==> src/rtl/accum_host_sequencer_if.sv <==
`default_nettype none
// ============================================================================
// Module      : accum_host_sequencer_if
// Description : Bundles the job/config, load and readback streams, and the
//               kernel array/start/done port of the accumulate host sequencer.
// Revision    : 1.0 - initial release
// ============================================================================
interface accum_host_sequencer_if #(
    parameter int ADDR_W = 10,
    parameter int DATA_W = 64
);
    logic                     start;
    logic [ADDR_W:0]          job_len;
    logic signed [DATA_W-1:0] cfg_init_i;
    logic signed [DATA_W-1:0] cfg_init_acc;
    logic                     busy;
    logic                     done;
    logic                     error;
    logic                     kres;
    logic                     in_valid;
    logic                     in_ready;
    logic signed [DATA_W-1:0] in_data;
    logic                     out_valid;
    logic                     out_ready;
    logic signed [DATA_W-1:0] out_data;
    logic                     controlArr;
    logic                     controlArrWEnable_a;
    logic [ADDR_W-1:0]        controlArrAddr_a;
    logic signed [DATA_W-1:0] controlArrWData_a;
    logic signed [DATA_W-1:0] controlArrRData_a;
    logic                     r_enable;
    logic                     w_enable;
    logic                     result;
    logic signed [DATA_W-1:0] init_i;
    logic signed [DATA_W-1:0] init_acc;

    modport master (
        input  start, job_len, cfg_init_i, cfg_init_acc, in_valid, in_data,
               out_ready, controlArrRData_a, w_enable, result,
        output busy, done, error, kres, in_ready, out_valid, out_data,
               controlArr, controlArrWEnable_a, controlArrAddr_a,
               controlArrWData_a, r_enable, init_i, init_acc
    );

    modport slave (
        output start, job_len, cfg_init_i, cfg_init_acc, in_valid, in_data,
               out_ready, controlArrRData_a, w_enable, result,
        input  busy, done, error, kres, in_ready, out_valid, out_data,
               controlArr, controlArrWEnable_a, controlArrAddr_a,
               controlArrWData_a, r_enable, init_i, init_acc
    );
endinterface
`default_nettype wire

==> src/rtl/accum_host_sequencer.sv <==
`default_nettype none
// ============================================================================
// Module      : accum_host_sequencer
// Description : Loads a job into the kernel array, starts the accumulate
//               kernel, waits for done (with watchdog), then streams the array
//               contents back out.
// Revision    : 1.0 - initial release
// ============================================================================
module accum_host_sequencer #(
    parameter int ADDR_W  = 10,
    parameter int DATA_W  = 64,
    parameter int TIMEOUT = 1 << 20
) (
    input  logic                  clk,
    input  logic                  rst_n,
    accum_host_sequencer_if.master bus
);
    localparam logic [2:0] S_IDLE  = 3'd0;
    localparam logic [2:0] S_LOAD  = 3'd1;
    localparam logic [2:0] S_START = 3'd2;
    localparam logic [2:0] S_RUN   = 3'd3;
    localparam logic [2:0] S_RD    = 3'd4;
    localparam logic [2:0] S_RW    = 3'd5;
    localparam logic [2:0] S_OUT   = 3'd6;
    localparam logic [2:0] S_FIN   = 3'd7;

    localparam logic [ADDR_W:0] c_CNT_ONE  = {{ADDR_W{1'b0}}, 1'b1};
    localparam logic [31:0]     c_WD_LIMIT = 32'(TIMEOUT - 1);
    localparam bit              c_WD_EN    = (TIMEOUT != 0);

    logic [2:0]               r_state,      w_state_nxt;
    logic [ADDR_W:0]          r_len,        w_len_nxt;
    logic [ADDR_W:0]          r_cnt,        w_cnt_nxt;
    logic [31:0]              r_wdog,       w_wdog_nxt;
    logic signed [DATA_W-1:0] r_init_i,     w_init_i_nxt;
    logic signed [DATA_W-1:0] r_init_acc,   w_init_acc_nxt;
    logic                     r_busy,       w_busy_nxt;
    logic                     r_done,       w_done_nxt;
    logic                     r_error,      w_error_nxt;
    logic                     r_kres,       w_kres_nxt;
    logic                     r_out_valid,  w_out_valid_nxt;
    logic signed [DATA_W-1:0] r_out_data,   w_out_data_nxt;
    logic                     r_ctrl,       w_ctrl_nxt;
    logic                     r_we,         w_we_nxt;
    logic [ADDR_W-1:0]        r_addr,       w_addr_nxt;
    logic signed [DATA_W-1:0] r_wdata,      w_wdata_nxt;
    logic                     r_ren,        w_ren_nxt;
    logic [ADDR_W:0]          w_cnt_inc;

    assign w_cnt_inc = r_cnt + c_CNT_ONE;

    always_ff @(posedge clk or negedge rst_n) begin
        if (!rst_n) begin
            r_state     <= S_IDLE;
            r_len       <= '0;
            r_cnt       <= '0;
            r_wdog      <= '0;
            r_init_i    <= '0;
            r_init_acc  <= '0;
            r_busy      <= 1'b0;
            r_done      <= 1'b0;
            r_error     <= 1'b0;
            r_kres      <= 1'b0;
            r_out_valid <= 1'b0;
            r_out_data  <= '0;
            r_ctrl      <= 1'b1;
            r_we        <= 1'b0;
            r_addr      <= '0;
            r_wdata     <= '0;
            r_ren       <= 1'b0;
        end else begin
            r_state     <= w_state_nxt;
            r_len       <= w_len_nxt;
            r_cnt       <= w_cnt_nxt;
            r_wdog      <= w_wdog_nxt;
            r_init_i    <= w_init_i_nxt;
            r_init_acc  <= w_init_acc_nxt;
            r_busy      <= w_busy_nxt;
            r_done      <= w_done_nxt;
            r_error     <= w_error_nxt;
            r_kres      <= w_kres_nxt;
            r_out_valid <= w_out_valid_nxt;
            r_out_data  <= w_out_data_nxt;
            r_ctrl      <= w_ctrl_nxt;
            r_we        <= w_we_nxt;
            r_addr      <= w_addr_nxt;
            r_wdata     <= w_wdata_nxt;
            r_ren       <= w_ren_nxt;
        end
    end

    always_comb begin
        w_state_nxt     = r_state;
        w_len_nxt       = r_len;
        w_cnt_nxt       = r_cnt;
        w_wdog_nxt      = r_wdog;
        w_init_i_nxt    = r_init_i;
        w_init_acc_nxt  = r_init_acc;
        w_error_nxt     = r_error;
        w_kres_nxt      = r_kres;
        w_out_valid_nxt = r_out_valid;
        w_out_data_nxt  = r_out_data;
        w_ctrl_nxt      = r_ctrl;
        w_we_nxt        = 1'b0;
        w_addr_nxt      = r_addr;
        w_wdata_nxt     = r_wdata;
        w_ren_nxt       = 1'b0;

        case (r_state)
            S_IDLE: begin
                if (bus.start) begin
                    w_len_nxt      = bus.job_len;
                    w_init_i_nxt   = bus.cfg_init_i;
                    w_init_acc_nxt = bus.cfg_init_acc;
                    w_error_nxt    = 1'b0;
                    w_cnt_nxt      = '0;
                    w_state_nxt    = (bus.job_len == '0) ? S_START : S_LOAD;
                end
            end
            S_LOAD: begin
                if (bus.in_valid) begin
                    w_we_nxt    = 1'b1;
                    w_addr_nxt  = r_cnt[ADDR_W-1:0];
                    w_wdata_nxt = bus.in_data;
                    w_cnt_nxt   = w_cnt_inc;
                    if (w_cnt_inc == r_len) begin
                        w_state_nxt = S_START;
                    end
                end
            end
            S_START: begin
                // The final load write is on the bus this cycle, while the host still owns the port.
                w_ctrl_nxt  = 1'b0;
                w_ren_nxt   = 1'b1;
                w_wdog_nxt  = '0;
                w_state_nxt = S_RUN;
            end
            S_RUN: begin
                if (bus.w_enable) begin
                    w_kres_nxt  = bus.result;
                    w_ctrl_nxt  = 1'b1;
                    w_cnt_nxt   = '0;
                    w_addr_nxt  = '0;
                    w_state_nxt = (r_len == '0) ? S_FIN : S_RD;
                end else if (c_WD_EN && (r_wdog == c_WD_LIMIT)) begin
                    w_error_nxt = 1'b1;
                    w_ctrl_nxt  = 1'b1;
                    w_state_nxt = S_FIN;
                end else begin
                    w_wdog_nxt = r_wdog + 32'd1;
                end
            end
            S_RD: begin
                // Address is already presented on entry, so RData is valid during RW.
                w_addr_nxt  = r_cnt[ADDR_W-1:0];
                w_state_nxt = S_RW;
            end
            S_RW: begin
                w_out_data_nxt  = bus.controlArrRData_a;
                w_out_valid_nxt = 1'b1;
                w_state_nxt     = S_OUT;
            end
            S_OUT: begin
                if (bus.out_ready) begin
                    w_out_valid_nxt = 1'b0;
                    w_cnt_nxt       = w_cnt_inc;
                    if (w_cnt_inc == r_len) begin
                        w_state_nxt = S_FIN;
                    end else begin
                        w_addr_nxt  = w_cnt_inc[ADDR_W-1:0];
                        w_state_nxt = S_RD;
                    end
                end
            end
            S_FIN: begin
                w_state_nxt = S_IDLE;
            end
            default: begin
                w_state_nxt = S_IDLE;
            end
        endcase

        w_done_nxt = (w_state_nxt == S_FIN);
        w_busy_nxt = (w_state_nxt != S_IDLE) && (w_state_nxt != S_FIN);
    end

    assign bus.in_ready            = (r_state == S_LOAD);
    assign bus.busy                = r_busy;
    assign bus.done                = r_done;
    assign bus.error               = r_error;
    assign bus.kres                = r_kres;
    assign bus.out_valid           = r_out_valid;
    assign bus.out_data            = r_out_data;
    assign bus.controlArr          = r_ctrl;
    assign bus.controlArrWEnable_a = r_we;
    assign bus.controlArrAddr_a    = r_addr;
    assign bus.controlArrWData_a   = r_wdata;
    assign bus.r_enable            = r_ren;
    assign bus.init_i              = r_init_i;
    assign bus.init_acc            = r_init_acc;
endmodule
`default_nettype wire

==> src/flat_wrapper.sv <==
// flat-port wrapper written by rule: the top's interface ports become plain ports
module accum_host_sequencer_flat 
#(
    parameter int ADDR_W  = 10,
    parameter int DATA_W  = 64,
    parameter int TIMEOUT = 1 << 20
)
  (clk, rst_n, bus_start, bus_job_len, bus_cfg_init_i, bus_cfg_init_acc, bus_in_valid, bus_in_data, bus_out_ready, bus_controlArrRData_a, bus_w_enable, bus_result, bus_busy, bus_done, bus_error, bus_kres, bus_in_ready, bus_out_valid, bus_out_data, bus_controlArr, bus_controlArrWEnable_a, bus_controlArrAddr_a, bus_controlArrWData_a, bus_r_enable, bus_init_i, bus_init_acc);
  accum_host_sequencer_if #(.ADDR_W(ADDR_W), .DATA_W(DATA_W)) bus_i ();
  input  logic clk;
  input  logic rst_n;
  input wire logic [$bits(bus_i.start)-1:0] bus_start;
  input wire logic [$bits(bus_i.job_len)-1:0] bus_job_len;
  input wire logic [$bits(bus_i.cfg_init_i)-1:0] bus_cfg_init_i;
  input wire logic [$bits(bus_i.cfg_init_acc)-1:0] bus_cfg_init_acc;
  input wire logic [$bits(bus_i.in_valid)-1:0] bus_in_valid;
  input wire logic [$bits(bus_i.in_data)-1:0] bus_in_data;
  input wire logic [$bits(bus_i.out_ready)-1:0] bus_out_ready;
  input wire logic [$bits(bus_i.controlArrRData_a)-1:0] bus_controlArrRData_a;
  input wire logic [$bits(bus_i.w_enable)-1:0] bus_w_enable;
  input wire logic [$bits(bus_i.result)-1:0] bus_result;
  output wire logic [$bits(bus_i.busy)-1:0] bus_busy;
  output wire logic [$bits(bus_i.done)-1:0] bus_done;
  output wire logic [$bits(bus_i.error)-1:0] bus_error;
  output wire logic [$bits(bus_i.kres)-1:0] bus_kres;
  output wire logic [$bits(bus_i.in_ready)-1:0] bus_in_ready;
  output wire logic [$bits(bus_i.out_valid)-1:0] bus_out_valid;
  output wire logic [$bits(bus_i.out_data)-1:0] bus_out_data;
  output wire logic [$bits(bus_i.controlArr)-1:0] bus_controlArr;
  output wire logic [$bits(bus_i.controlArrWEnable_a)-1:0] bus_controlArrWEnable_a;
  output wire logic [$bits(bus_i.controlArrAddr_a)-1:0] bus_controlArrAddr_a;
  output wire logic [$bits(bus_i.controlArrWData_a)-1:0] bus_controlArrWData_a;
  output wire logic [$bits(bus_i.r_enable)-1:0] bus_r_enable;
  output wire logic [$bits(bus_i.init_i)-1:0] bus_init_i;
  output wire logic [$bits(bus_i.init_acc)-1:0] bus_init_acc;
  assign bus_i.start = bus_start;
  assign bus_i.job_len = bus_job_len;
  assign bus_i.cfg_init_i = bus_cfg_init_i;
  assign bus_i.cfg_init_acc = bus_cfg_init_acc;
  assign bus_i.in_valid = bus_in_valid;
  assign bus_i.in_data = bus_in_data;
  assign bus_i.out_ready = bus_out_ready;
  assign bus_i.controlArrRData_a = bus_controlArrRData_a;
  assign bus_i.w_enable = bus_w_enable;
  assign bus_i.result = bus_result;
  assign bus_busy = bus_i.busy;
  assign bus_done = bus_i.done;
  assign bus_error = bus_i.error;
  assign bus_kres = bus_i.kres;
  assign bus_in_ready = bus_i.in_ready;
  assign bus_out_valid = bus_i.out_valid;
  assign bus_out_data = bus_i.out_data;
  assign bus_controlArr = bus_i.controlArr;
  assign bus_controlArrWEnable_a = bus_i.controlArrWEnable_a;
  assign bus_controlArrAddr_a = bus_i.controlArrAddr_a;
  assign bus_controlArrWData_a = bus_i.controlArrWData_a;
  assign bus_r_enable = bus_i.r_enable;
  assign bus_init_i = bus_i.init_i;
  assign bus_init_acc = bus_i.init_acc;
  accum_host_sequencer #(.ADDR_W(ADDR_W), .DATA_W(DATA_W), .TIMEOUT(TIMEOUT)) u_core (.clk(clk), .rst_n(rst_n), .bus(bus_i));
endmodule
==> config.mk <==
export PLATFORM = sky130hd
export DESIGN_NAME = accum_host_sequencer_flat
export DESIGN_NICKNAME = d
export VERILOG_FILES = /design/src/rtl/accum_host_sequencer_if.sv /design/src/rtl/accum_host_sequencer.sv /design/src/flat_wrapper.sv
export SDC_FILE = /design/constraint.sdc
export NUM_CORES = 1
export LEC_CHECK = 0
export ABC_CLOCK_PERIOD_IN_PS = 2550
export BUFFER_PORTS_ARGS = -buffer_cell sky130_fd_sc_hd__buf_2
export CAP_MARGIN = 0
export CORE_AREA = 8 8 205 207
export CTS_CLUSTER_DIAMETER = 50
export DETAILED_ROUTE_END_ITERATION = 10
export DIE_AREA = 0 0 213 215
export HOLD_SLACK_MARGIN = 0.08
export PLACE_DENSITY = 0.58
export SLEW_MARGIN = 20
export SYNTH_ARGS = -nofsm -noshare
export SYNTH_HDL_FRONTEND = slang
export SYNTH_SLANG_ARGS = --single-unit
export TNS_END_PERCENT = 5
==> constraint.sdc <==
create_clock -name clk -period 2.55 [get_ports clk]
set_input_delay 0.3825 -clock clk [delete_from_list [all_inputs] [get_ports clk]]
set_output_delay 0.3825 -clock clk [all_outputs]
set_load 0.02 [all_outputs]
== Word level (Yosys, flattened, before mapping) ==
Index checks and enable logic that the tools add are counted.

* Latch bits: 0
* Bits of input ports: 274
* Memories kept: 0
* Word-level logic and storage cells: 92
* Memory bits (writable): 0
* Output and inout bits: 275
* Bits in read-only memories: 0
* Flip-flop bits (word level): 331

* $mul: 0
* $lt $le $gt $ge: 0
* Divide/modulo/power cells: 0
* Muxes and demuxes: 34
* Shift operators: 0
* Bitwise operators: 0
* Add/sub/neg operators: 2
* Reductions and logical operators: 19
* Equal/unequal tests: 20

{| class="wikitable"
|+ Operator list
! kind !! number
|-
| $mux 32 || 2
|-
| $pmux 32 s2 || 1
|-
| $mux 11 || 4
|-
| $pmux 11 s4 || 1
|-
| $mux 10 || 4
|-
| $pmux 10 s4 || 1
|-
| $add 32x1->32 const B || 1
|-
| $eq 32x20->1 const B || 1
|-
| $pmux 3 s8 || 1
|-
| $logic_not 11->1 || 2
|-
| $mux 3 || 6
|-
| $eq 3x3->1 const B || 5
|-
| $ne 2x2->1 const B || 7
|-
| $add 11x1->11 const B || 1
|-
| $eq 11x11->1 || 1
|-
| $reduce_and 2->1 || 5
|-
| $reduce_and 5->1 || 2
|-
| $mux 1 || 8
|-
| $reduce_bool 4->1 || 2
|-
| $eq 3x2->1 const B || 2
|-
| $mux 2 || 3
|-
| $pmux 1 s2 || 3
|-
| $reduce_bool 2->1 || 3
|-
| $reduce_and 4->1 || 1
|-
| other kinds (8) || 8
|}

== Longest topological paths before layout ==
* Depth in word-level cells: 7
* Depth in mapped cells: 10
* Depth with buffers taken out: 8

== Worst setup path after synthesis ==
OpenSTA, ideal clock, no wires.

* Path kind: register to register
* Start point: register u_core.r_state[0]
* End point: register u_core.r_wdata[14], in the netlist u_core.bus.controlArrWData_a[14]
* Buffers on the path: 3
* Period minus slack after synthesis: 2.444 ns
* Required time: 2.425 ns
* Cell stages (with the launch flop): 7
* Path slack: 0.106 ns
* Data arrival time: 2.320 ns
* Setup time: 0.125 ns
* Path through: dfrtp_1 -> buf_2 -> nor3b_1 -> and2_1 -> clkbuf_1 -> buf_2 -> mux2_2

* Word-level cells in the longest chain between the ends: 2

{| class="wikitable"
|+ Ends and longest elaborated chain
! item !! RTL line !! source
|-
| from (decl) || accum_host_sequencer.sv:31 || <nowiki>logic [2:0] r_state, w_state_nxt;</nowiki>
|-
| from (signal assigned) || accum_host_sequencer.sv:72 || <nowiki>r_state <= w_state_nxt;</nowiki>
|-
| $eq 3x1->1 || - ||
|-
| via bus_in_ready || flat_wrapper.sv:26 || <nowiki>output wire logic [$bits(bus_i.in_ready)-1:0] bus_in_ready;</nowiki>
|-
| $reduce_and 2->1 (no source line) || - ||
|-
| to (signal assigned) || accum_host_sequencer.sv:87 || <nowiki>r_wdata <= w_wdata_nxt;</nowiki>
|-
| to (decl) || accum_host_sequencer.sv:46 || <nowiki>logic signed [DATA_W-1:0] r_wdata, w_wdata_nxt;</nowiki>
|}

The timed path passes the listed nets, and every way through them passes these cells.
A chain may end at the register's enable or synchronous reset.

== Worst setup path in the final report ==
* Start point: register u_core.r_cnt[1]
* End point: register u_core.r_addr[0], in the netlist u_core.bus.controlArrAddr_a[0]

* Word-level cells in the longest chain between the ends: 4

{| class="wikitable"
|+ Ends and longest elaborated chain
! item !! RTL line !! source
|-
| from (decl) || accum_host_sequencer.sv:33 || <nowiki>logic [ADDR_W:0] r_cnt, w_cnt_nxt;</nowiki>
|-
| from (signal assigned) || accum_host_sequencer.sv:74 || <nowiki>r_cnt <= w_cnt_nxt;</nowiki>
|-
| $add 11x1->11 || accum_host_sequencer.sv:50 || <nowiki>assign w_cnt_inc = r_cnt + c_CNT_ONE;</nowiki>
|-
| $eq 11x11->1 || accum_host_sequencer.sv:167 || <nowiki>if (w_cnt_inc == r_len) begin</nowiki>
|-
| $ne 2x2->1 (no source line) || - ||
|-
| $reduce_and 5->1 (no source line) || - ||
|-
| to (signal assigned) || accum_host_sequencer.sv:86 || <nowiki>r_addr <= w_addr_nxt;</nowiki>
|-
| to (decl) || accum_host_sequencer.sv:45 || <nowiki>logic [ADDR_W-1:0] r_addr, w_addr_nxt;</nowiki>
|}

Every way passes these cells.

==> reports/qor.txt <==
CRITICAL PATH
----------------------------------------------------------------------------------------
Launching element type of the critical path ...............................         flop
Critical Path Sink Type ...................................................         flop
Launching instance or port of the critical path ........................... u_core.r_cnt[1]$_DFFE_PN0P_
Kind of cell adding the most delay to the critical path ................... compound AO/OA/AOI/OAI gates
Total buffers and inverters traversed by the critical path ................            0
CP Data Arrival Time ......................................................      2.80 ns
Cell with the biggest individual delay on the critical path ............... sky130_fd_sc_hd__dfrtp_2
Maximum fanout count along the critical path ..............................            7
Worst endpoint required time ..............................................      2.98 ns
Worst-case reg-to-reg path depth ..........................................            8
Worst r2r src ............................................................. u_core.r_cnt[1]$_DFFE_PN0P_
Number of cells on the critical path ......................................            8
Stage delay of the slowest cell on the critical path ......................      0.43 ns
Cell chain of the critical path ........................................... ha_2, nand2_1, a2111o_1, o221a_2, a21oi_2, nand4_4, a211o_1, o211a_1
WS Path Type ..............................................................      reg2reg

TIMING
----------------------------------------------------------------------------------------
Max transition margin .....................................................        64.3%
Final period util .........................................................        93.0%
Transition time at the pin with the least slew margin .....................     0.535 ns
Post-route minimum period .................................................      2.37 ns
Final hold viol count .....................................................            0
Worst Skew ................................................................    0.0141 ns
Fmax achieved .............................................................      422 MHz
Setup TNS Final ...........................................................         0 ns
Count of endpoints failing setup in the final report ......................            0
Max Slew Vio Count ........................................................            0
Post-route worst setup slack ..............................................     0.180 ns
Unrepaired setup endpoints after global routing ...........................           no

GLOBAL ROUTING
----------------------------------------------------------------------------------------
Global-route track usage on met3 ..........................................        5.63%
Overall overflow remaining after global route .............................            0
Overall fraction of global-route tracks in use ............................        21.8%
Global routing met2 resource utilization ..................................        36.9%
Layer with the highest usage after global routing .........................         met2
Largest net degree at the start of global routing .........................          104
Via count of the first global-routing pass ................................       14,144
Met1 Resource Use GR ......................................................        25.3%
Antenna violations before repair ..........................................            4
Global-route wire length before repair .................................... 79,400 microns

POWER
----------------------------------------------------------------------------------------
Leakage power .............................................................      11.0 nW
Peak ir drop on the vdd network ...........................................     0.725 mV
Total power density per cell area ......................................... 1180 nW/um^2

YOSYS
----------------------------------------------------------------------------------------
Synth Flop Type ........................................................... sky130_fd_sc_hd__dfrtp_1
Post-Synthesis Mean Instance Area .........................................   10.5 sq um
Share of flip-flops with an asynchronous set or reset after synthesis .....         100%
Total nets after synthesis ................................................        1,596
Area of the mapped netlist ................................................ 13,900 sq um
Number of flip-flops and latches in the synthesized netlist ...............          331
Count of distinct cell types in the synthesized netlist ...................           61
Number of enable-type register cells in the synthesized netlist ...........            0
Number of instances in the synthesized netlist ............................        1,320
Share of the yosys chip area belonging to registers .......................        59.5%
Total of warnings raised by yosys .........................................            0

CTS
----------------------------------------------------------------------------------------
Clock-pin slew of the registers on the worst-case setup and hold paths ....      0.05 ns
TritonCTS clock tree ......................................................         done
Number of buffers created by CTS ..........................................           43
Cell at the root of the clock tree ........................................ sky130_fd_sc_hd__clkbuf_16
Clk sink count ............................................................          331
Source-to-sink clock delay at the later pin of the worst-skew pair ........      0.56 ns
Depth of the CTS H-tree ...................................................            2
Clock Tree Buf Depth ......................................................            3

HOLD PATH
----------------------------------------------------------------------------------------
Hold Path Stages ..........................................................            2
Startpoint of the tightest hold check path ................................ bus_in_data[54]
Min-Delay Path Class ......................................................       in2reg

DIE
----------------------------------------------------------------------------------------
Width of the die ..........................................................  213 microns
Number of rows in the core area ...........................................           73
Num ports .................................................................          549
Die area .................................................................. 45,800 sq um
Core outline area ......................................................... 39,000 sq um
DIE HEIGHT ................................................................  215 microns
Effective utilization at floorplan ........................................        35.7%

PLACEMENT
----------------------------------------------------------------------------------------
Placer's final routability congestion estimate ............................        0.878
Worst slack after detailed placement ......................................    0.0350 ns
Placement-stage cell area ................................................. 17,500 sq um
Port Buffers ..............................................................          548
Post-DP HPWL .............................................................. 35,300 microns

ROUTING
----------------------------------------------------------------------------------------
Wirelength per Cell ....................................................... 18.6 microns
DRT iter0 DRCs ............................................................          769
Post-detailed-route DRC marker count ......................................            0
Number of search-and-repair iterations in the first detailed-routing pass .            5
Drt via density ...........................................................         4.75
Post-detailed-route count of antenna-violating nets .......................            0
Sum of routed wire length over all layers ................................. 50,600 microns
Vias after detailed routing ...............................................       12,906

CELLS AND AREA
----------------------------------------------------------------------------------------
Total area of multi-input combinational cells .............................   5340 sq um
Net count, final ..........................................................        2,432
Share of layout cells above drive strength 1 ..............................        37.6%
Layout-stage area growth over the synthesis result ........................        55.5%
Area of all placed cells without fillers .................................. 21,600 sq um
Register area .............................................................   8290 sq um
Commonest non-fill, non-tap cell in the layout ............................ sky130_fd_sc_hd__buf_2
Commonest cells after routing, fill and taps aside ........................ sky130_fd_sc_hd__buf_2 (547), sky130_fd_sc_hd__nand2_1 (451), sky130_fd_sc_hd__dfrtp_1 (329)
Filler Cell Count .........................................................        3,310

OUTCOME
----------------------------------------------------------------------------------------
Status .................................................................... complete, no violations

FLOW RUN
----------------------------------------------------------------------------------------
# Max-Cap Violations ......................................................            0

-- final timing paths --
check / endpoint / slack [ns]
worst max-delay path: u_core.bus.controlArrAddr_a[0]$_DFFE_PN0P_ / 0.18
worst min-delay path: u_core.bus.controlArrWData_a[54]$_DFFE_PN0P_ / 0.13
max in group asynchronous: u_core.r_cnt[1]$_DFFE_PN0P_ / 1.33
worst max register to register: u_core.bus.controlArrAddr_a[0]$_DFFE_PN0P_ / 0.18
worst min register to register: u_core.bus.init_acc[25]$_DFFE_PN0P_ / 0.46
min in group asynchronous: u_core.bus.controlArrAddr_a[4]$_DFFE_PN0P_ / 0.36
-- metrics by stage --
step                      util, %  total power [W]  hold slack (ns)  instances
after global routing         55.5           0.0270           0.0907       2716
after global placement       45.0           0.0190            0.342       2370
final                        55.5           0.0256            0.127       2716
after CTS                    55.4           0.0257           0.0803       2710
after detailed placement     45.0           0.0192            0.344       2370
after floorplan                 -           0.0150           0.0869       1320
-- repair_timing --
item | 4_1_cts | 5_1_grt
setup endpoints to repair | 0 | 11
gates resized for setup | 0 | 5
hold endpoints to repair | 305 | 0
hold buffers | 264 | 0
buffers inserted | 0 | 2
-- power by group --
group	internal (W)	switching [W]
clock network	0.00366	0.00236
registers	0.00746	0.00134
logic	0.00409	0.00666
-- sequential cells by signal, indices dropped and copies added (netlist names), 3 cells and up --
name	count
u_core.bus.init_acc	64
u_core.r_cnt	11
u_core.bus.controlArrAddr_a	10
u_core.r_wdog	32
u_core.bus.init_i	64
u_core.bus.controlArrWData_a	64
u_core.r_state	3
u_core.bus.out_data	64
u_core.r_len	11
-- worst register-to-register path, stage by stage (launching register included) --
cell and delay [ns]:
sky130_fd_sc_hd__dfrtp_2 0.43, sky130_fd_sc_hd__ha_2 0.26, sky130_fd_sc_hd__nand2_1 0.11, sky130_fd_sc_hd__a2111o_1 0.35, sky130_fd_sc_hd__o221a_2 0.28, sky130_fd_sc_hd__a21oi_2 0.23
sky130_fd_sc_hd__nand4_4 0.17, sky130_fd_sc_hd__a211o_1 0.32, sky130_fd_sc_hd__o211a_1 0.11
-- final cells by class --
class / instances / area share [%]
Antenna cell: 4 / 0.0463
Multi-Input combinational cell: 903 / 24.7
Clock buffer: 56 / 5.38
Sequential cell: 331 / 38.3
Timing Repair Buffer: 865 / 27.2
Tap cell: 525 / 3.04
Inverter: 12 / 0.208
Clock inverter: 20 / 1.15
-- routing by layer --
layer | vias to the layer above | part of all wire [%]
li1 | 6068 | -
met4 | 0 | 4.6
met2 | 480 | 50
met5 | - | 0
met3 | 116 | 7.1
met1 | 6242 | 39
-- cell usage after synthesis (2+ instances only) --
cell | count | share of area (%)
sky130_fd_sc_hd__xor2_1 | 27 | 1.7
sky130_fd_sc_hd__nor2_1 | 52 | 1.4
sky130_fd_sc_hd__dfrtp_1 | 330 | 59
sky130_fd_sc_hd__o211a_1 | 3 | 0.22
sky130_fd_sc_hd__o211ai_1 | 2 | 0.11
sky130_fd_sc_hd__nand3_1 | 27 | 0.97
sky130_fd_sc_hd__nand2b_1 | 4 | 0.18
sky130_fd_sc_hd__and4_1 | 5 | 0.31
sky130_fd_sc_hd__nor4_4 | 2 | 0.31
sky130_fd_sc_hd__a2111oi_2 | 2 | 0.22
sky130_fd_sc_hd__a21o_1 | 2 | 0.11
sky130_fd_sc_hd__inv_1 | 10 | 0.27
sky130_fd_sc_hd__o41ai_1 | 2 | 0.13
sky130_fd_sc_hd__mux2_2 | 130 | 11
sky130_fd_sc_hd__or3_1 | 5 | 0.22
sky130_fd_sc_hd__nor3b_1 | 12 | 0.65
sky130_fd_sc_hd__nor2b_1 | 7 | 0.31
sky130_fd_sc_hd__o21ai_0 | 25 | 0.90
sky130_fd_sc_hd__nand2_1 | 452 | 12
sky130_fd_sc_hd__a21oi_1 | 25 | 0.90
sky130_fd_sc_hd__and2_1 | 7 | 0.31
sky130_fd_sc_hd__mux2i_1 | 12 | 0.86
sky130_fd_sc_hd__nand4_2 | 2 | 0.18
sky130_fd_sc_hd__or2_2 | 2 | 0.090
sky130_fd_sc_hd__o31ai_1 | 10 | 0.54
sky130_fd_sc_hd__nor4_1 | 7 | 0.31
sky130_fd_sc_hd__a22oi_1 | 2 | 0.11
sky130_fd_sc_hd__ha_1 | 2 | 0.18
sky130_fd_sc_hd__xnor2_1 | 15 | 0.94
sky130_fd_sc_hd__clkbuf_1 | 49 | 1.3
sky130_fd_sc_hd__buf_1 | 10 | 0.27
sky130_fd_sc_hd__buf_2 | 14 | 0.50
sky130_fd_sc_hd__a31oi_1 | 4 | 0.18
sky130_fd_sc_hd__nor3_1 | 8 | 0.29
sky130_fd_sc_hd__and3_1 | 8 | 0.36
sky130_fd_sc_hd__a211oi_1 | 2 | 0.11
sky130_fd_sc_hd__nand4_1 | 18 | 0.81
-- kinds of logic after synthesis --
kind of cell / share of synthesized area [%]
AO/OA/AOI/OAI: 4.36
XOR/XNOR: 2.64
adder cells (fa/ha/maj): 0.180
buffers and inverters: 2.50
flip-flops: 59.5
multiplexers: 11.4
AND/OR/NAND/NOR: 19.4
Note: power is estimated with default switching activity, not from simulation.
